### src/rtl/rf_scoreboard.sv
// Two-read/one-write register file with per-register pending-write counters.
// Decode reserves a destination, writeback releases it; busy flags expose hazards.
module rf_scoreboard #(
  parameter int DATA_W   = 16,
  parameter int ADDR_W   = 2,
  parameter int CNT_W    = 2,
  parameter int BYPASS   = 1,
  parameter int ZERO_REG = 0
) (
  input  logic              clk,
  input  logic              reset_n,
  input  logic [ADDR_W-1:0] rd_addr_a,
  input  logic [ADDR_W-1:0] rd_addr_b,
  output logic [DATA_W-1:0] rd_data_a,
  output logic [DATA_W-1:0] rd_data_b,
  output logic              rd_busy_a,
  output logic              rd_busy_b,
  input  logic              wr_en,
  input  logic [ADDR_W-1:0] wr_addr,
  input  logic [DATA_W-1:0] wr_data,
  input  logic              rsv_en,
  input  logic [ADDR_W-1:0] rsv_addr,
  output logic              rsv_ok,
  output logic              pending_any
);

  localparam int NUM_REGS = 1 << ADDR_W;
  localparam logic [CNT_W-1:0] MAX_PEND = '1;

  logic [DATA_W-1:0] mem [NUM_REGS];
  logic [CNT_W-1:0]  cnt [NUM_REGS];
  logic [NUM_REGS-1:0] rel_hit;
  logic [NUM_REGS-1:0] acc_hit;

  function automatic logic is_zero(input logic [ADDR_W-1:0] a);
    return (ZERO_REG != 0) && (a == '0);
  endfunction

  function automatic logic [DATA_W-1:0] read_port(input logic [ADDR_W-1:0] a,
                                                  input logic [DATA_W-1:0] stored);
    logic [DATA_W-1:0] d;
    d = stored;
    if ((BYPASS != 0) && wr_en && (wr_addr == a)) d = wr_data;
    if (is_zero(a)) d = '0;
    return d;
  endfunction

  // The last outstanding write landing this cycle clears busy early when forwarding.
  function automatic logic busy_port(input logic [ADDR_W-1:0] a,
                                     input logic [CNT_W-1:0]  c);
    logic b;
    b = (c != '0);
    if ((BYPASS != 0) && wr_en && (wr_addr == a) && (c == CNT_W'(1))) b = 1'b0;
    if (is_zero(a)) b = 1'b0;
    return b;
  endfunction

  always_comb begin
    rd_data_a = read_port(rd_addr_a, mem[rd_addr_a]);
    rd_data_b = read_port(rd_addr_b, mem[rd_addr_b]);
    rd_busy_a = busy_port(rd_addr_a, cnt[rd_addr_a]);
    rd_busy_b = busy_port(rd_addr_b, cnt[rd_addr_b]);
  end

  // A full counter can still accept when a release lands on it in the same cycle.
  always_comb begin
    rsv_ok = 1'b0;
    if (reset_n && rsv_en) begin
      if (is_zero(rsv_addr))
        rsv_ok = 1'b1;
      else
        rsv_ok = (cnt[rsv_addr] < MAX_PEND) ||
                 (wr_en && (wr_addr == rsv_addr) && (cnt[rsv_addr] != '0));
    end
  end

  always_comb begin
    rel_hit = '0;
    acc_hit = '0;
    if (wr_en && !is_zero(wr_addr) && (cnt[wr_addr] != '0)) rel_hit[wr_addr] = 1'b1;
    if (rsv_ok && !is_zero(rsv_addr)) acc_hit[rsv_addr] = 1'b1;
  end

  always_comb begin
    pending_any = 1'b0;
    for (int i = 0; i < NUM_REGS; i++)
      if (cnt[i] != '0) pending_any = 1'b1;
  end

  always_ff @(posedge clk) begin
    if (!reset_n) begin
      for (int i = 0; i < NUM_REGS; i++) begin
        mem[i] <= '0;
        cnt[i] <= '0;
      end
    end else begin
      if (wr_en && !is_zero(wr_addr)) mem[wr_addr] <= wr_data;
      for (int i = 0; i < NUM_REGS; i++) begin
        if (rel_hit[i] && !acc_hit[i])
          cnt[i] <= cnt[i] - 1'b1;
        else if (acc_hit[i] && !rel_hit[i])
          cnt[i] <= cnt[i] + 1'b1;
      end
    end
  end

endmodule

### config.mk
export PLATFORM = sky130hd
export DESIGN_NAME = rf_scoreboard
export DESIGN_NICKNAME = d
export VERILOG_FILES = /design/src/rtl/rf_scoreboard.sv
export SDC_FILE = /design/constraint.sdc
export NUM_CORES = 1
export LEC_CHECK = 0
export ABC_AREA = 0
export ABC_CLOCK_PERIOD_IN_PS = 3100
export BUFFER_PORTS_ARGS = -buffer_cell sky130_fd_sc_hd__buf_2
export CORE_MARGIN = 2
export CORE_UTILIZATION = 58
export CTS_CLUSTER_SIZE = 40
export DETAILED_ROUTE_END_ITERATION = 8
export GPL_TIMING_DRIVEN = 0
export HOLD_SLACK_MARGIN = 0.06
export MAX_ROUTING_LAYER = met4
export PLACE_DENSITY_LB_ADDON = 0.05
export SETUP_SLACK_MARGIN = 0.2
export SYNTH_ARGS = -nofsm -noshare
export SYNTH_HDL_FRONTEND = slang
export SYNTH_SLANG_ARGS = --single-unit
### constraint.sdc
create_clock -name clk -period 3.1 [get_ports clk]
set_input_delay 0.155 -clock clk [delete_from_list [all_inputs] [get_ports clk]]
set_output_delay 0.155 -clock clk [all_outputs]
set_load 0.02 [all_outputs]
After elaboration in Yosys (flattened, before gate mapping). Memory sizes are Yosys's and may differ from the RTL's. Cells that the tools add are included.

Add/subtract/negate cells: 8. $lt $le $gt $ge: 5. Equal/unequal tests: 5. Multiplexer cells: 58. Bitwise logic cells: 8. Reduce and logical (&&, ||, !) cells: 36.

Operator list (number): 16-bit two-way mux (3); 1-bit two-way mux (42); 1-bit logical AND (18); 2-bit two-way mux (9); 2-bit nonzero test (8); 16-bit OR reduction (1); 2-bit by 1-bit adder with 2-bit output (second input constant) (4); 1-bit zero test (8); 4-bit two-way mux (2); 1-bit OR (8); 2-bit by 1-bit subtractor with 2-bit output (second input constant) (4); 2-bit == test (3); 2-bit by 3-bit < comparator with 1-bit output (second input constant) (2); 1-bit demux with 2-bit select (2); 2-bit by 1-bit == test with 1-bit output (second input constant) (2); 2-bit by 1-bit >= comparator with 1-bit output (second input constant) (2); 2-bit < comparator (second input constant) (1); 1-bit logical OR (1).

Bits in registers: 0. RAM bits: 72. Input port bits: 28. Output and inout bits: 36. Word-level logic and storage cells: 122. Memories: 2.

Memory list: mem (words 4, width 16, rd ports 2, clocked after Yosys merged registers in 0, write ports 4, RTL line 30) `logic [DATA_W-1:0] mem [NUM_REGS];`; cnt (words 4, width 2, rd ports 8, clocked after Yosys merged registers in 0, write ports 4, RTL line 31) `logic [CNT_W-1:0] cnt [NUM_REGS];`.

Logic depth before layout (Yosys ltp).
Depth in word-level cells: 13. Depth in mapped cells: 6.

Worst setup path after synthesis. No wires, ideal clock.

Kind: input to register. Start: input port wr_addr[0]. End: memory mem[0][0] (enable). Library setup time: 0.411 ns. Arrival: 1.957 ns. Required time: 2.689 ns. Path slack: 0.732 ns. Cell stages on the path: 4. Path buffers: 2. Cell sequence: buf_2 > or2_2 > clkbuf_1 > o21ai_0.

RTL lines: from (decl) (RTL line 19) `input logic [ADDR_W-1:0] wr_addr,`; to (decl) (RTL line 30).

==> metrics <==
status complete, no violations; Sequential Power Share 0.459; largest family of logic cells by synthesized area multiplexers; Critical Path AT ~2.0 ns; vias after detailed routing around 3200; # rows 31; clk sinks between 70 and 80; htree depth 3; antenna violations before repair 0; Die Area 0.00841 mm^2; Yosys top cell by area edfxtp_1; first-pass GRT wire length roughly 17000 um; Compound-Gate Fraction of Synth Area 0.0614; Synth top area share 0.485; Final #Nets 445; I/O Pins 64; Hold Crit Class primary input to flip-flop; count leader, synth edfxtp_1; post-synthesis mux area share 0.271; CTS max path bufs 2; MaxCap Viol Count 0; Cell variety after synth 46; CTS Root Cell clkbuf_8; period utilisation layout 0.702; worst r2r src cnt[2][0]; Clock Power Share 0.318; Starting Density 0.608; fillers around 550; Reg area about 0.0022 mm^2; Rel. slew slack 0.406; Synth top cells by count edfxtp_1 (72), nor2_1 (56), mux4_2 (36), mux2_2 (33), nand2_1 (26); DRC 0; clk_lat worst skew between 0.3 and 0.4 ns; DP HPWL roughly 7000 um; area grow syn2layout 14.4%; asr flop ratio synth 0; Post-Synth Simple-Gate Area 0.114; multi-input logic area 0.00207 mm^2; R2R depth 5; unrepaired setup endpoints after global routing no; hold violation count in the final report 0; Slew Limit Fails 0; Yosys reg bits 72; total grt overflow 0; switching power roughly 0.73 mW; switching part of the total 0.282; XOR/XNOR Fraction of Synth Area 0.0157; GP Congestion between 0.8 and 0.9; Cells after Synth between 300 and 400; min Tclk post-route around 2.2 ns; Mapped Area roughly 0.0045 mm^2; synthesized area per cell between 10 and 15 um^2; CTS buffer count 9; Die W between 90 and 100 um; CP max FO 8; setup_tns 0 ns; terminus of the critical flop-to-flop path cnt[3][0]; Reg clk slew, reported paths roughly 0.08 ns; placed cell area approximately 0.0049 mm^2; Final Cell Area 0.00510 mm^2; die height between 90 and 100 um; cell-internal power between 1.5 and 2 mW; Critical Path RT 2.94 ns; Antenna Cells 0; CP Capture Type output pin; GRT Overall Usage 0.276; Power Dens Cells a little over 500 mW/mm^2; worst slew pin tran just under 0.9 ns; P_leak between 2 and 2.5 nW; Synth Area in Adders 0.00281; share of layout cells above drive strength 1 0.399; Comb pwr share 0.222; number of port buffers between 50 and 60; CTS Hold Bufs 0; Startpoint Class flip-flop; post-route ant nets 0; top_reg_cell synth edfxtp_1; EDFF count, synth between 70 and 80; post-cts sizing count 0; clock skew between 0.002 and 0.0025 ns; WHS Endpoint mem[3][13]; Core ar. 0.00733 mm^2; # setup viols final 0; vias in the first global route between 3000 and 4000; DR vias/cell 6.17; worst setup path class flip-flop to output pin; register-to-register setup slack about 1.0 ns; fmax roughly 460 MHz; CTS tree built; final worst slack ~0.92 ns; synth top area cells edfxtp_1 (48%), mux4_2 (18%), mux2_2 (8.3%); Post-Syn Nets approximately 380; starting DRC count in detailed routing 255; routed length per instance 20.4 um; dpl cells slightly above 500; Seq/Total Area, Yosys 0.485; number of synthesis warnings 0; Hold Path Depth 3; non-filler cells in the finished layout 520; HP Start wr_data[13]; pin count of the biggest net entering global routing 17; Post-CTS Repair Setup Buffers 0; pre-CTS setup slack 1.03 ns; Worst VDD drop around 0.42 mV; drt pass-1 iters 4; DRT Wirelength 10600 um
kinds of logic (layout without fill, tap and decap cells):
group           Yosys count  after routing
simple gates            112            112
compound gates           33             33
xor+xnor                  8              8
buf+inv                  51            124
mux                      71             71
flops                    72             72
fa+ha+maj                 1              1
registers in the layout, summed over array words and instances, names as in the netlist:
| name | cells |
|---|---|
| cnt | 8 |
| mem | 64 |
cell usage in the layout, fill, tap and decap left out, drive strengths merged, types with 2 or more instances in the layout:
master and instances:
nand2 26, nor2 56, nor2b 2, a21o 8, a21oi 3, xor2 3
buf 74, nor3 5, mux4 36, a211oi 2, a311oi 2, o21ai 2
a31o 2, o311ai 2, inv 23, a31oi 2, o2111ai 3, or3 3
edfxtp 72, o31a 2, clkbuf 22, and2 2, bufinv 2, nand3b 4
nand4 3, nand2b 2, clkinv 2, xnor2 5, mux2 34, nand3 5
power by group through the flow:
stage / logic (mW) / registers (mW) / clock network [mW]
floorplan: 0.412 / 1.19 / 0
global placement: 0.559 / 1.20 / 0
detailed placement: 0.574 / 1.21 / 0
CTS: 0.576 / 1.19 / 0.832
global route: 0.614 / 1.20 / 0.869
finish: 0.575 / 1.19 / 0.824
cell type report:
type	count	share of cell area
inverter	21	0.0155
multi-input combinational	225	0.407
sequential	72	0.424
clock inverter	7	0.0184
buffer	30	0.0290
clock buffer	9	0.0243
timing repair buffer	57	0.0579
tap	99	0.0243
metrics by stage:
step | hold slack, ns | util | power (mW)
2_1_floorplan | 0.376 | - | 1.61
3_3_place_gp | 0.504 | 0.663 | 1.76
3_5_place_dp | 0.523 | 0.666 | 1.78
4_1_cts | 0.158 | 0.696 | 2.60
5_1_grt | 0.173 | 0.696 | 2.68
6_report | 0.164 | 0.696 | 2.59
worst max path at each step:
stage | depth (start not counted) | from | endpoint | slack [ns]
after floorplan | 4 | wr_addr[0] | mem[0][0] | 0.73
after global routing | 5 | cnt[2][1] | rsv_ok | 0.84
after global placement | 5 | wr_addr[0] | mem[0][13] | -0.43
after CTS | 5 | cnt[2][1] | rsv_ok | 0.93
final | 5 | cnt[2][0] | rsv_ok | 0.92
after detailed placement | 5 | rd_addr_b[0] | rd_data_b[9] | 1.03
critical path, stage by stage (launching register included):
cell and delay [ns]:
edfxtp_1 0.37, buf_2 0.18, mux4_2 0.53, o311a_4 0.19
nor2_1 0.20, buf_2 0.20
metal layers:
layer | vias to the layer above | share of wire | global-route usage | wire (um)
met1 | 1619 | 0.42 | 0.368 | 4470
met4 | 0 | 0.015 | 0.0884 | 156
li1 | 1449 | - | - | -
met3 | 14 | 0.058 | 0.0526 | 617
met2 | 125 | 0.51 | 0.436 | 5360
met5 | - | 0 | - | 0
No activity file was read; power rests on OpenSTA's default activity.
